[src/rtl/rob_multi_commit.sv]
// Reorder buffer with NUM_WB writeback ports and up to COMMIT_W in-order
// retirements per cycle; a retired mispredict raises a registered flush.
module rob_multi_commit #(
  parameter int ROB_LOG  = 4,
  parameter int NUM_WB   = 2,
  parameter int COMMIT_W = 2
) (
  input  logic                        clk,
  input  logic                        rst,
  input  logic                        rdy,
  input  logic                        issue_valid,
  input  logic [1:0]                  issue_kind,
  input  logic [4:0]                  issue_dest,
  output logic [ROB_LOG-1:0]          issue_id,
  output logic                        rob_full,
  output logic [ROB_LOG:0]            rob_count,
  input  logic [NUM_WB-1:0]           wb_valid,
  input  logic [NUM_WB*ROB_LOG-1:0]   wb_id,
  input  logic [NUM_WB*32-1:0]        wb_value,
  input  logic [NUM_WB-1:0]           wb_redirect,
  input  logic [NUM_WB*32-1:0]        wb_topc,
  output logic [COMMIT_W-1:0]         commit_valid,
  output logic [COMMIT_W*5-1:0]       commit_dest,
  output logic [COMMIT_W*ROB_LOG-1:0] commit_id,
  output logic [COMMIT_W*32-1:0]      commit_value,
  output logic                        store_commit,
  output logic [ROB_LOG-1:0]          store_commit_id,
  output logic                        flush,
  output logic [31:0]                 flush_pc
);

  localparam int               DEPTH   = 1 << ROB_LOG;
  localparam logic [ROB_LOG:0] DEPTH_C = (ROB_LOG+1)'(DEPTH);
  localparam logic [1:0]       KIND_REG = 2'd0;
  localparam logic [1:0]       KIND_BR  = 2'd1;
  localparam logic [1:0]       KIND_ST  = 2'd2;

  logic [ROB_LOG-1:0] head, tail;
  logic [ROB_LOG:0]   count;
  logic [DEPTH-1:0]   ent_valid, ent_ready, ent_redir;
  logic [1:0]         ent_kind  [DEPTH];
  logic [4:0]         ent_dest  [DEPTH];
  logic [31:0]        ent_value [DEPTH];
  logic [31:0]        ent_topc  [DEPTH];

  logic [ROB_LOG-1:0] slot_idx [COMMIT_W];
  logic [COMMIT_W-1:0] ret_p0;
  logic [ROB_LOG:0]   nret_p0;
  logic               flush_now_p0;
  logic [31:0]        flush_tgt_p0;
  logic               store_ret_p0;
  logic [ROB_LOG-1:0] store_idx_p0;
  logic               chain;
  logic               issue_ok;

  assign issue_id  = tail;
  assign rob_count = count;
  assign rob_full  = (count >= DEPTH_C - (ROB_LOG+1)'(1));
  assign issue_ok  = issue_valid && (count < DEPTH_C) && !flush;

  for (genvar g = 0; g < COMMIT_W; g++) begin : g_slot
    assign slot_idx[g] = head + ROB_LOG'(g);
  end

  // Stage p0: retire selection from registered entry state
  always_comb begin
    ret_p0       = '0;
    nret_p0      = '0;
    flush_now_p0 = 1'b0;
    flush_tgt_p0 = '0;
    store_ret_p0 = 1'b0;
    store_idx_p0 = '0;
    chain        = 1'b1;
    for (int k = 0; k < COMMIT_W; k++) begin
      if (chain && ent_valid[slot_idx[k]] && ent_ready[slot_idx[k]] &&
          !(store_ret_p0 && ent_kind[slot_idx[k]] == KIND_ST)) begin
        ret_p0[k] = 1'b1;
        nret_p0   = nret_p0 + (ROB_LOG+1)'(1);
        if (ent_kind[slot_idx[k]] == KIND_ST) begin
          store_ret_p0 = 1'b1;
          store_idx_p0 = slot_idx[k];
        end
        // A redirecting entry retires itself but stops younger slots.
        if (ent_redir[slot_idx[k]]) begin
          flush_now_p0 = 1'b1;
          flush_tgt_p0 = ent_topc[slot_idx[k]];
          chain        = 1'b0;
        end
      end else begin
        chain = 1'b0;
      end
    end
  end

  // Stage p1: registered commit outputs and pointer/bookkeeping update
  always_ff @(posedge clk or posedge rst) begin
    if (rst) begin
      head            <= '0;
      tail            <= '0;
      count           <= '0;
      ent_valid       <= '0;
      ent_ready       <= '0;
      ent_redir       <= '0;
      commit_valid    <= '0;
      commit_dest     <= '0;
      commit_id       <= '0;
      commit_value    <= '0;
      store_commit    <= 1'b0;
      store_commit_id <= '0;
      flush           <= 1'b0;
      flush_pc        <= '0;
    end else begin
      commit_valid <= '0;
      store_commit <= 1'b0;
      flush        <= 1'b0;
      if (rdy) begin
        for (int k = 0; k < COMMIT_W; k++) begin
          if (ret_p0[k]) begin
            commit_valid[k]                 <= (ent_kind[slot_idx[k]] == KIND_REG);
            commit_dest[k*5 +: 5]           <= ent_dest[slot_idx[k]];
            commit_id[k*ROB_LOG +: ROB_LOG] <= slot_idx[k];
            commit_value[k*32 +: 32]        <= ent_value[slot_idx[k]];
          end
        end
        store_commit <= store_ret_p0;
        if (store_ret_p0) store_commit_id <= store_idx_p0;
        if (flush_now_p0) begin
          flush     <= 1'b1;
          flush_pc  <= flush_tgt_p0;
          head      <= '0;
          tail      <= '0;
          count     <= '0;
          ent_valid <= '0;
        end else begin
          for (int w = 0; w < NUM_WB; w++) begin
            if (wb_valid[w] && ent_valid[wb_id[w*ROB_LOG +: ROB_LOG]]) begin
              ent_ready[wb_id[w*ROB_LOG +: ROB_LOG]] <= 1'b1;
              ent_redir[wb_id[w*ROB_LOG +: ROB_LOG]] <= wb_redirect[w];
            end
          end
          for (int k = 0; k < COMMIT_W; k++) begin
            if (ret_p0[k]) ent_valid[slot_idx[k]] <= 1'b0;
          end
          if (issue_ok) begin
            ent_valid[tail] <= 1'b1;
            ent_ready[tail] <= 1'b0;
            ent_redir[tail] <= 1'b0;
            tail            <= tail + ROB_LOG'(1);
          end
          head  <= head + nret_p0[ROB_LOG-1:0];
          count <= count + (ROB_LOG+1)'(issue_ok) - nret_p0;
        end
      end
    end
  end

  // Payload storage is never reset; valid bits qualify it.
  always_ff @(posedge clk) begin
    if (rdy && !flush_now_p0) begin
      for (int w = 0; w < NUM_WB; w++) begin
        if (wb_valid[w] && ent_valid[wb_id[w*ROB_LOG +: ROB_LOG]]) begin
          ent_value[wb_id[w*ROB_LOG +: ROB_LOG]] <= wb_value[w*32 +: 32];
          ent_topc[wb_id[w*ROB_LOG +: ROB_LOG]]  <= wb_topc[w*32 +: 32];
        end
      end
      if (issue_ok) begin
        ent_kind[tail] <= (issue_kind == 2'd3) ? KIND_BR : issue_kind;
        ent_dest[tail] <= issue_dest;
      end
    end
  end

  no_issue_when_full: assert property (@(posedge clk) disable iff (rst)
    !(rdy && issue_valid && !flush && count == DEPTH_C));

endmodule

[config.mk]
export PLATFORM = sky130hd
export DESIGN_NAME = rob_multi_commit
export DESIGN_NICKNAME = d
export VERILOG_FILES = /design/src/rtl/rob_multi_commit.sv
export SDC_FILE = /design/constraint.sdc
export NUM_CORES = 2
export LEC_CHECK = 0
export ABC_AREA = 0
export CAP_MARGIN = 0
export CELL_PAD_IN_SITES_DETAIL_PLACEMENT = 0
export CELL_PAD_IN_SITES_GLOBAL_PLACEMENT = 1
export CORE_MARGIN = 5
export CORE_UTILIZATION = 54
export DETAILED_ROUTE_END_ITERATION = 10
export PLACE_DENSITY_LB_ADDON = 0.1
export SYNTH_ARGS = -nofsm -noshare
export SYNTH_HDL_FRONTEND = slang
export SYNTH_SLANG_ARGS = --single-unit
export TNS_END_PERCENT = 20
[constraint.sdc]
create_clock -name clk -period 11.25 [get_ports clk]
set_input_delay 1.125 -clock clk [delete_from_list [all_inputs] [get_ports clk]]
set_output_delay 1.125 -clock clk [all_outputs]
set_load 0.02 [all_outputs]
==> results.yml <==
clock_tree:
  hold_buffers: 0
  clock_path_buffers: 3
  cts_setup_buffers: 0
  clock-sinks: 1319
  cts-resized-gates: 0
  cts-root-buf: "clkbuf_16"
  cts_max_level: 4
  path_clk_slew_ps: 60
  clk_latency_ps: 800
  cts_tree: "yes"
  cts-buffers-inserted: 149
pwr:
  p_per_area_mw_per_mm2: 222
  power.share.switching_pct: 33.8
  power.leakage_nw: 26.9
  combPwrFrac_pct: 40.1
  p_sw_w: 0.00617
  intPower_w: 0.0121
  p_total_w: 0.0183
  peakVddDrop_uv: 291
  clkPwrFrac_pct: 26.0
  seq_power_share_pct: 33.8
timing:
  relSlewSlack_pct: 14.5
  setup_viol: 0
  period_share_pct: 68.9
  fin_crit_ps: 7750
  final.setup.tns_ps: 0
  fin_skew_ps: 33.5
  rsz0062_at_grt: "no"
  slew_violations: 0
  worst_slew_pin_slew_ps: 1280
  max_freq_mhz: 129
  fin_ws_ps: 3500
  hold_violations: 0
grt:
  grt_overflow: 0
  grt_use_total_pct: 31.2
  antenna_found_initial: 30
  grt_pass1_wl_um: 322000
  grt_pass1_vias: 45500
  grt_max_degree: 136
synthesis:
  ys.flop_type: "edfxtp_1"
  synth_top_area_cell: "edfxtp_1"
  ys_types: 67
  synth_cells: 4342
  synth_warnings: 0
  synth_edf_count: 1136
  async_reset_ff_share_pct: 13.9
  synth_area_leaders: "edfxtp_1 47%, mux4_2 22%, mux2_2 15%, dfrtp_1 6.2%, mux2_1 2.1%"
  synth_area_sq_mm: 0.0733
  synth-seq-cells: 1319
  ys_seq_area_share_pct: 52.8
  synth_top_area_share_pct: 46.5
  syn_area_per_cell_sq_um: 16.9
  synthesis.nets: 4515
route:
  drtIter0Drc: 4970
  avgRoutedWirePerCell_um: 35.0
  dr_total_vias: 44100
  drt-pass1-iter-count: 6
  drc: 0
  wirelength_um: 222000
  antenna_left: 0
  via_per_inst: 6.96
setup_path:
  cp.arrival_ps: 8270
  crit_top_cell: "buf_4"
  slowest_stage: "dfrtp_4"
  start_kind: "flip-flop"
  cp_slowest_stage_delay_ps: 1050
  end_kind: "flip-flop"
  r2r_cells: 12
  worstSetupPathType: "flip-flop to flip-flop"
  crit_fanout: 52
  worstPathCellList: "buf_4 -> buf_4 -> mux4_2 -> mux4_2 -> nand3_2 -> buf_4 -> nand2_1 -> a21oi_2 -> buf_4 -> and2_4 -> buf_4 -> mux2_2"
  cp.required_ps: 11770
floorplan:
  start_util_pct: 54.2
  io_pins: 283
  coreArea_sq_mm: 0.135
  die_x_um: 378
  row_count: 135
  dieHeight_um: 378
  die_area_sq_mm: 0.143
layout:
  register_area_sq_mm: 0.0387
  syn_to_final_growth_pct: 12.4
  final_cell_mix: "1136 x edfxtp_1, 965 x mux2_2, 704 x mux4_2"
  drive_above_1_share_pct: 45.0
  fin_area_sq_mm: 0.0824
  final_common_cell: "edfxtp_1"
  finish.net_count: 4581
  final_util_pct: 61.0
  multi_input_area_sq_mm: 0.0327
  n_fill_cell: 10100
placement:
  placedInstanceArea_sq_mm: 0.0776
  dpl.hpwl_um: 124000
  place_ws_ps: 3500
  place_congestion: 0.859
  io_buffers: 282
min_path:
  min_path_cells: 2
  hp-class: "flip-flop to flip-flop"
run_status:
  status: "finished clean"
run:
  max-cap-violations: 0
## state kept, by name, summed over array words and instances (netlist names)
name	count
flush_pc	32
flush	1
ent_ready	16
ent_redir	16
ent_dest	80
ent_kind	32
commit_dest	10
rob_count	5
issue_id	4
ent_value	512
commit_value	64
commit_valid	2
store_commit_id	4
ent_topc	512
store_commit	1
commit_id	8
head	4
ent_valid	16
## cell type report
type,instances,area share [%]
clock inverter,70,0.629
antenna,22,0.0668
clock buffer,209,5.11
timing repair buffer,379,4.47
inverter,60,0.292
tap,1781,2.71
multi-input combinational,2499,39.7
sequential,1319,47.0
## power groups by stage
stage               Combinational (W)  Sequential, W  Clock (W)
global route                  0.00778        0.00624    0.00503
global placement              0.00732        0.00627          0
finish                        0.00734        0.00619    0.00476
detailed placement            0.00736        0.00628          0
floorplan                     0.00494        0.00637          0
CTS                           0.00739        0.00619    0.00483
## synth_stat cells (17+ instances only)
cell       instances
clkbuf_1         300
a22o_1            28
o21ai_0           19
buf_1             37
edfxtp_1        1136
dfrtp_1          183
mux4_2           704
buf_4             26
buf_2             93
inv_1             58
nand3_1           94
a2bb2oi_1         17
mux2_1           136
ha_1              20
nand2_1          227
nor2_1            25
mux2_2           965
o22ai_1           41
a21oi_1           24
## metrics by stage
stage	hold slack (ps)	std cells
floorplan	478	4342
global placement	470	6038
detailed placement	476	6038
CTS	494	6317
global route	516	6325
finish	494	6339
## routing by layer
layer | vias to the layer above | GRT usage (%) | wire length, um
met3 | 465 | 5.51 | 17300
met1 | 23600 | 42.4 | 87700
li1 | 18000 | - | -
met4 | 14 | 11.5 | 8060
met5 | - | 0 | 97
met2 | 2033 | 51.0 | 109000
## worst max-delay path: cells and delay by family, from the launching register on
kind	cells	cell delay, ps
AOI/OAI and AO/OA	1	290
buffers and inverters	5	3350
DFF	1	1050
muxes	3	1430
and+or+nand+nor	3	1110
## path summary, 6_finish.rpt
check | startpoint | to | slack (ps)
max | head[1]$_DFFE_PP0P_ | ent_value[14][19]$_DFFE_PP_ | 3500
min | commit_id[3]$_DFFE_PP0P_ | commit_id[3]$_DFFE_PP0P_ | 490
max in group asynchronous | rst | flush_pc[18]$_DFFE_PP0P_ | 8250
min in group asynchronous | rst | commit_dest[6]$_DFFE_PP0P_ | 820
min reg2reg | commit_id[3]$_DFFE_PP0P_ | commit_id[3]$_DFFE_PP0P_ | 490
max reg2reg | head[1]$_DFFE_PP0P_ | ent_value[14][19]$_DFFE_PP_ | 3500
## kinds of logic (layout without fill, tap and decap cells)
family / after synthesis / in the layout / share of synthesized area [%]
XOR/XNOR: 8 / 8 / 0.106
AO/OA/AOI/OAI: 229 / 229 / 2.31
other: 0 / 22 / 0
buffers and inverters: 524 / 718 / 3.06
AND/OR/NAND/NOR: 427 / 427 / 2.67
multiplexers: 1813 / 1813 / 38.7
flip-flops: 1319 / 1319 / 52.8
adder cells (fa/ha/maj): 22 / 22 / 0.396
No activity file was read; power rests on OpenSTA's default activity.
